==> src/rtl/cu_input_packer_if.sv <==
// cu_input_packer_if
// Bundles the tagged element stream and the three computing-unit FIFO
// write ports (activation, weight, offset) that surround cu_input_packer.
//   master : element source plus FIFO-status side (drives stream, full flags, cu_rst_busy)
//   slave  : the packer (drives ready, packed vectors, write strobes, pulses)
// Signals:
//   cu_rst_busy                      computing-unit FIFO reset in progress
//   s_data / s_tag / s_valid / s_ready  element stream with valid/ready
//   activation, activation_wr_en, activation_full   activation FIFO port
//   weight, weight_wr_en, weight_full               weight FIFO port
//   offset, offset_wr_en, offset_full               offset FIFO port
//   weight_update                    one-cycle weight-update request
//   tag_err                          one-cycle illegal-tag pulse
`ifndef DATA_TYPE_SIZE
`define DATA_TYPE_SIZE 16
`endif

interface cu_input_packer_if #(
  parameter int ACT_LANES  = 16,
  parameter int WGT_LANES  = 16,
  parameter int DATA_WIDTH = `DATA_TYPE_SIZE
);
  logic                              cu_rst_busy;
  logic [DATA_WIDTH-1:0]             s_data;
  logic [1:0]                        s_tag;
  logic                              s_valid;
  logic                              s_ready;
  logic [ACT_LANES*DATA_WIDTH-1:0]   activation;
  logic                              activation_wr_en;
  logic                              activation_full;
  logic [WGT_LANES*DATA_WIDTH-1:0]   weight;
  logic                              weight_wr_en;
  logic                              weight_full;
  logic [WGT_LANES*DATA_WIDTH-1:0]   offset;
  logic                              offset_wr_en;
  logic                              offset_full;
  logic                              weight_update;
  logic                              tag_err;

  modport master (
    output cu_rst_busy, s_data, s_tag, s_valid,
           activation_full, weight_full, offset_full,
    input  s_ready, activation, activation_wr_en, weight, weight_wr_en,
           offset, offset_wr_en, weight_update, tag_err
  );

  modport slave (
    input  cu_rst_busy, s_data, s_tag, s_valid,
           activation_full, weight_full, offset_full,
    output s_ready, activation, activation_wr_en, weight, weight_wr_en,
           offset, offset_wr_en, weight_update, tag_err
  );
endinterface

==> src/rtl/cu_input_packer.sv <==
// cu_input_packer
// Packs a tagged element stream (one element per cycle) into full lane
// vectors and writes each into the activation, weight or offset FIFO of
// the computing unit. After every ACT_LANES weight writes a one-cycle
// weight-update request is issued.
// Ports:
//   clk_i  : clock, rising edge
//   rst_i  : asynchronous active-low reset
//   bus    : cu_input_packer_if.slave (stream in, FIFO write ports out)
`ifndef DATA_TYPE_SIZE
`define DATA_TYPE_SIZE 16
`endif

module cu_input_packer #(
  parameter int ACT_LANES  = 16,
  parameter int WGT_LANES  = 16,
  parameter int DATA_WIDTH = `DATA_TYPE_SIZE
) (
  input  logic                  clk_i,
  input  logic                  rst_i,
  cu_input_packer_if.slave      bus
);

  localparam int MAXL = (ACT_LANES > WGT_LANES) ? ACT_LANES : WGT_LANES;
  localparam int LW   = (MAXL > 1) ? $clog2(MAXL) : 1;
  localparam int RW   = (ACT_LANES > 1) ? $clog2(ACT_LANES) : 1;
  localparam logic [LW-1:0] ACT_LAST  = LW'(ACT_LANES - 1);
  localparam logic [LW-1:0] WGT_LAST  = LW'(WGT_LANES - 1);
  localparam logic [RW-1:0] WROW_LAST = RW'(ACT_LANES - 1);

  typedef enum logic {FILL, WRITE} state_t;

  state_t                             state_q, state_d;
  logic [LW-1:0]                      lane_q, lane_d;
  logic [1:0]                         cur_tag_q, cur_tag_d;
  logic [RW-1:0]                      wrow_q, wrow_d;
  logic [MAXL-1:0][DATA_WIDTH-1:0]    pack_q, pack_d;
  logic                               tag_err_q, tag_err_d;
  logic                               wupd_q, wupd_d;
  // Holds s_ready low while reset is asserted and for the first edge after.
  logic                               run_q;

  logic          s_ready;
  logic          act_we, wgt_we, off_we;
  logic [1:0]    eff_tag;
  logic [LW-1:0] vec_last;
  logic          tgt_full;

  always_ff @(posedge clk_i or negedge rst_i) begin
    if (!rst_i) begin
      state_q   <= FILL;
      lane_q    <= '0;
      cur_tag_q <= '0;
      wrow_q    <= '0;
      pack_q    <= '0;
      tag_err_q <= 1'b0;
      wupd_q    <= 1'b0;
      run_q     <= 1'b0;
    end else begin
      state_q   <= state_d;
      lane_q    <= lane_d;
      cur_tag_q <= cur_tag_d;
      wrow_q    <= wrow_d;
      pack_q    <= pack_d;
      tag_err_q <= tag_err_d;
      wupd_q    <= wupd_d;
      run_q     <= 1'b1;
    end
  end

  always_comb begin
    state_d   = state_q;
    lane_d    = lane_q;
    cur_tag_d = cur_tag_q;
    wrow_d    = wrow_q;
    pack_d    = pack_q;
    tag_err_d = 1'b0;
    wupd_d    = 1'b0;
    s_ready   = 1'b0;
    act_we    = 1'b0;
    wgt_we    = 1'b0;
    off_we    = 1'b0;

    // The tag is only meaningful on lane 0; later lanes follow the latched tag.
    eff_tag  = (lane_q == '0) ? bus.s_tag : cur_tag_q;
    vec_last = (eff_tag == 2'd0) ? ACT_LAST : WGT_LAST;

    case (cur_tag_q)
      2'd0:    tgt_full = bus.activation_full;
      2'd1:    tgt_full = bus.weight_full;
      default: tgt_full = bus.offset_full;
    endcase

    case (state_q)
      FILL: begin
        s_ready = run_q & ~bus.cu_rst_busy;
        if (s_ready && bus.s_valid) begin
          if (lane_q == '0 && bus.s_tag == 2'd3) begin
            tag_err_d = 1'b1;
          end else begin
            pack_d[lane_q] = bus.s_data;
            cur_tag_d      = eff_tag;
            if (lane_q == vec_last) begin
              lane_d  = '0;
              state_d = WRITE;
            end else begin
              lane_d = lane_q + LW'(1);
            end
          end
        end
      end
      WRITE: begin
        if (!tgt_full && !bus.cu_rst_busy) begin
          state_d = FILL;
          case (cur_tag_q)
            2'd0: act_we = 1'b1;
            2'd1: begin
              wgt_we = 1'b1;
              if (wrow_q == WROW_LAST) begin
                wrow_d = '0;
                wupd_d = 1'b1;
              end else begin
                wrow_d = wrow_q + RW'(1);
              end
            end
            default: off_we = 1'b1;
          endcase
        end
      end
      default: state_d = FILL;
    endcase
  end

  assign bus.s_ready          = s_ready;
  assign bus.activation       = pack_q[ACT_LANES-1:0];
  assign bus.weight           = pack_q[WGT_LANES-1:0];
  assign bus.offset           = pack_q[WGT_LANES-1:0];
  assign bus.activation_wr_en = act_we;
  assign bus.weight_wr_en     = wgt_we;
  assign bus.offset_wr_en     = off_we;
  assign bus.weight_update    = wupd_q;
  assign bus.tag_err          = tag_err_q;

endmodule

==> src/flat_wrapper.sv <==
// flat-port wrapper written by rule: the top's interface ports become plain ports
module cu_input_packer_flat 
#(
  parameter int ACT_LANES  = 16,
  parameter int WGT_LANES  = 16,
  parameter int DATA_WIDTH = `DATA_TYPE_SIZE
)
  (clk_i, rst_i, bus_cu_rst_busy, bus_s_data, bus_s_tag, bus_s_valid, bus_activation_full, bus_weight_full, bus_offset_full, bus_s_ready, bus_activation, bus_activation_wr_en, bus_weight, bus_weight_wr_en, bus_offset, bus_offset_wr_en, bus_weight_update, bus_tag_err);
  cu_input_packer_if #(.ACT_LANES(ACT_LANES), .WGT_LANES(WGT_LANES), .DATA_WIDTH(DATA_WIDTH)) bus_i ();
  input  logic clk_i;
  input  logic rst_i;
  input wire logic [$bits(bus_i.cu_rst_busy)-1:0] bus_cu_rst_busy;
  input wire logic [$bits(bus_i.s_data)-1:0] bus_s_data;
  input wire logic [$bits(bus_i.s_tag)-1:0] bus_s_tag;
  input wire logic [$bits(bus_i.s_valid)-1:0] bus_s_valid;
  input wire logic [$bits(bus_i.activation_full)-1:0] bus_activation_full;
  input wire logic [$bits(bus_i.weight_full)-1:0] bus_weight_full;
  input wire logic [$bits(bus_i.offset_full)-1:0] bus_offset_full;
  output wire logic [$bits(bus_i.s_ready)-1:0] bus_s_ready;
  output wire logic [$bits(bus_i.activation)-1:0] bus_activation;
  output wire logic [$bits(bus_i.activation_wr_en)-1:0] bus_activation_wr_en;
  output wire logic [$bits(bus_i.weight)-1:0] bus_weight;
  output wire logic [$bits(bus_i.weight_wr_en)-1:0] bus_weight_wr_en;
  output wire logic [$bits(bus_i.offset)-1:0] bus_offset;
  output wire logic [$bits(bus_i.offset_wr_en)-1:0] bus_offset_wr_en;
  output wire logic [$bits(bus_i.weight_update)-1:0] bus_weight_update;
  output wire logic [$bits(bus_i.tag_err)-1:0] bus_tag_err;
  assign bus_i.cu_rst_busy = bus_cu_rst_busy;
  assign bus_i.s_data = bus_s_data;
  assign bus_i.s_tag = bus_s_tag;
  assign bus_i.s_valid = bus_s_valid;
  assign bus_i.activation_full = bus_activation_full;
  assign bus_i.weight_full = bus_weight_full;
  assign bus_i.offset_full = bus_offset_full;
  assign bus_s_ready = bus_i.s_ready;
  assign bus_activation = bus_i.activation;
  assign bus_activation_wr_en = bus_i.activation_wr_en;
  assign bus_weight = bus_i.weight;
  assign bus_weight_wr_en = bus_i.weight_wr_en;
  assign bus_offset = bus_i.offset;
  assign bus_offset_wr_en = bus_i.offset_wr_en;
  assign bus_weight_update = bus_i.weight_update;
  assign bus_tag_err = bus_i.tag_err;
  cu_input_packer #(.ACT_LANES(ACT_LANES), .WGT_LANES(WGT_LANES), .DATA_WIDTH(DATA_WIDTH)) u_core (.clk_i(clk_i), .rst_i(rst_i), .bus(bus_i));
endmodule
==> config.mk <==
export PLATFORM = sky130hd
export DESIGN_NAME = cu_input_packer_flat
export DESIGN_NICKNAME = d
export VERILOG_FILES = /design/src/rtl/cu_input_packer_if.sv /design/src/rtl/cu_input_packer.sv /design/src/flat_wrapper.sv
export SDC_FILE = /design/constraint.sdc
export NUM_CORES = 1
export LEC_CHECK = 0
export ABC_AREA = 1
export CELL_PAD_IN_SITES_DETAIL_PLACEMENT = 1
export CELL_PAD_IN_SITES_GLOBAL_PLACEMENT = 2
export CORE_AREA = 2 2 313 315
export CTS_BUF_LIST = sky130_fd_sc_hd__clkbuf_8 sky130_fd_sc_hd__clkbuf_16
export DETAILED_ROUTE_END_ITERATION = 8
export DIE_AREA = 0 0 315 317
export GPL_ROUTABILITY_DRIVEN = 0
export MAX_ROUTING_LAYER = met4
export PLACE_DENSITY_LB_ADDON = 0.1
export SYNTH_ARGS = -nofsm -noshare
export SYNTH_HDL_FRONTEND = slang
export SYNTH_SLANG_ARGS = --single-unit
==> constraint.sdc <==
create_clock -name clk_i -period 2.2 [get_ports clk_i]
set_input_delay 0.44 -clock clk_i [delete_from_list [all_inputs] [get_ports clk_i]]
set_output_delay 0.44 -clock clk_i [all_outputs]
set_load 0.05 [all_outputs]
==> results.md <==
- Die H: 317 um
- DRT antenna net count: 0
- Post-Syn Nets: 1539
- Sink Count: 270
- Cell Rows: 114
- Yosys top cell area share: 47.9%
- Initial antenna violation count: 13
- Post-synth ARST share: 100%
- Vias in the first global route: 11100
- Die Wd: 315 um
- Status: finished clean
- P&R area growth vs syn: 45.5%
- Largest delay share family, worst path: buffers and inverters
- I/O pin count: 799
- Sequence of cells on the critical path: dlygate4sd2_1
- Post-DR vias/cell: 3.45
- Number of flops mapped to enable cells by yosys: 0
- Slowest cell delay on critical path: 590 ps
- Synth unique cells: 25
- Core Region: 0.0963 mm^2
- Fin nets: 1858
- CP required: 1760 ps
- First-pass GRT wire length: 92100 um
- Fill cell count: 11200
- Post-route minimum period: 2130 ps
- Hold Crit Class: input pin to asynchronous set/reset pin
- Synth warn: 0
- Area contributors post-synth: dfrtp_1 48%, buf_4 28%, o21ai_0 8.6%
- RSZ-0062 raised after global routing: yes
- Initial DRC count: 461
- Final count of pins violating max slew: 0
- CP max-delay cell: dlygate4sd2_1
- Cell area after synthesis: 0.0141 mm^2
- Final core occ: 21.3%
- Post-route clock period utilization: 96.8%
- Crit path max fanout: 4
- Rel. slew slack: 59.1%
- CP Data Arrival Time: 1690 ps
- Worst hold slack: 395 ps
- Worst setup EP type: output port
- Syn avg cell area: 9.34 um^2
- Clk slew on worst S/H paths: 60 ps
- Max-Cap Viols: 0
- Largest net degree at the start of global routing: 42
- WL/cell: 22.0 um
- Worst setup path class: register to output port
- Final hold viol count: 0
- Port buffer count: 798
- Final HPWL DP: 51900 um
- Total number of vias: 10800
- Die ar.: 0.0999 mm^2
- CTS H-Tree Depth: 2
- Sequential area share after synthesis: 47.9%
- Post-Syn Instances: 1509
- Global route overflow: 0
- Clock Skews: 25.5 ps
- Worst path bufs/invs: 1
- CTS buffer count: 37
- Least-Margin Pin Slew: 614 ps
- Initial Utilization: 14.6%
- First drt pass iteration count: 4
- Max Root-Sink Buffers: 3
- Most common cell in the netlist: buf_4
- Worst reg2reg setup slack: 320 ps
- Overall routing resource usage: 13.5%
- Drt total wl: 68800 um
- Register bit total from synthesis: 270
- CTS tree: built
- Setup violators final: 0
- CP Launch Type: register
- Synth Flop Type: dfrtp_1
- Leading area contributor after synthesis: dfrtp_1
- Commonest cells post-synth: 518 x buf_4, 283 x nand2_1, 270 x dfrtp_1
- Worst-skew pair later-pin latency: 550 ps
- Max Freq: 470 MHz
- Share of cells above drive strength 1: 11.1%
- Clock root cell: clkbuf_16
- DRC errors left: 0
## what timing repair did
action                                  in CTS  in global routing
buffers inserted                             4                  3
gates resized for setup                    724                  6
hold buffers                                 1                  0
endpoints found under the setup margin     718                  3
pin swaps                                    4                  3
hold endpoints to repair                    29                  0
## layer usage
metal	wire, um	track usage (%)	vias up
met5	0	-	-
met4	887	2.41	0
met3	3560	1.78	50
met2	36900	24.5	456
met1	27500	16.0	5383
li1	-	-	4913
## cell families (layout without fill, tap and decap cells)
group	count (synthesis)	count (layout)	synth area share, %
compound gates	263	263	9.34
xor+xnor	3	3	0.186
fa+ha+maj	5	5	0.444
buf+inv	620	965	31.4
flops	270	270	47.9
other cells	1	5	0.0266
simple gates	347	347	10.7
## layout make-up
type	instances	area, um^2	area share, %
antenna	4	10.0	0.0488
clock inverter	21	196	0.957
tap	1276	1600	7.78
inverter	41	154	0.750
clock buffer	44	1030	5.04
sequential	270	6760	32.9
timing repair buffer	859	7810	38.1
multi-input combinational	619	2960	14.4
## sequential cells by signal, indices dropped and copies added (netlist names)
name                      flops
u_core.bus.activation       256
u_core.bus.tag_err            1
u_core.bus.weight_update      1
u_core.cur_tag_q              2
u_core.lane_q                 4
u_core.run_q                  1
u_core.state_q                1
u_core.wrow_q                 4
## stage by stage
stage	setup TNS (ps)	setup WS, ps	area, um^2	std cells
finish	0	71.1	20500	3134
global route	-69.9	-42.1	20500	3130
floorplan	0	262	14100	1509
detailed placement	0	9.39	20100	3057
CTS	-56.9	-56.9	20500	3127
global placement	-121	-72.9	20100	3057
## cell usage in the layout, fill, tap and decap left out, types with 2 or more instances in the layout
cell type          n
dlygate4sd2_1    715
nand2_1          280
dfrtp_1          268
o21ai_0          241
buf_4             85
inv_1             41
clkbuf_16         38
buf_12            31
nor2_1            26
clkdlybuf4s50_1   25
o21ai_1           21
nand3_1           17
nand3_4           10
inv_2              9
clkbuf_8           6
ha_1               5
clkinv_2           5
diode_2            4
xor2_1             3
nand3_2            3
nand2_2            3
bufinv_16          3
nand4_1            2
dfrtp_2            2
## final timing paths
kind,depth (start not counted),to,start
worst max-delay path,1,bus_offset[115],u_core.bus.activation[115]$_DFFE_PN0P_
worst max register to register,8,u_core.bus.activation[134]$_DFFE_PN0P_,u_core.lane_q[0]$_DFFE_PN0P_
worst min-delay path,2,u_core.bus.activation[185]$_DFFE_PN0P_,rst_i
min in group clk_i,3,u_core.cur_tag_q[1]$_DFFE_PN0P_,bus_s_tag[1]
max in group asynchronous,4,u_core.bus.activation[126]$_DFFE_PN0P_,rst_i
worst min register to register,2,u_core.wrow_q[3]$_DFFE_PN0P_,u_core.wrow_q[3]$_DFFE_PN0P_
Power is left out: the tool's default activity adds up to more than one toggle a clock period on the data nets, which glitch-free logic cannot reach.
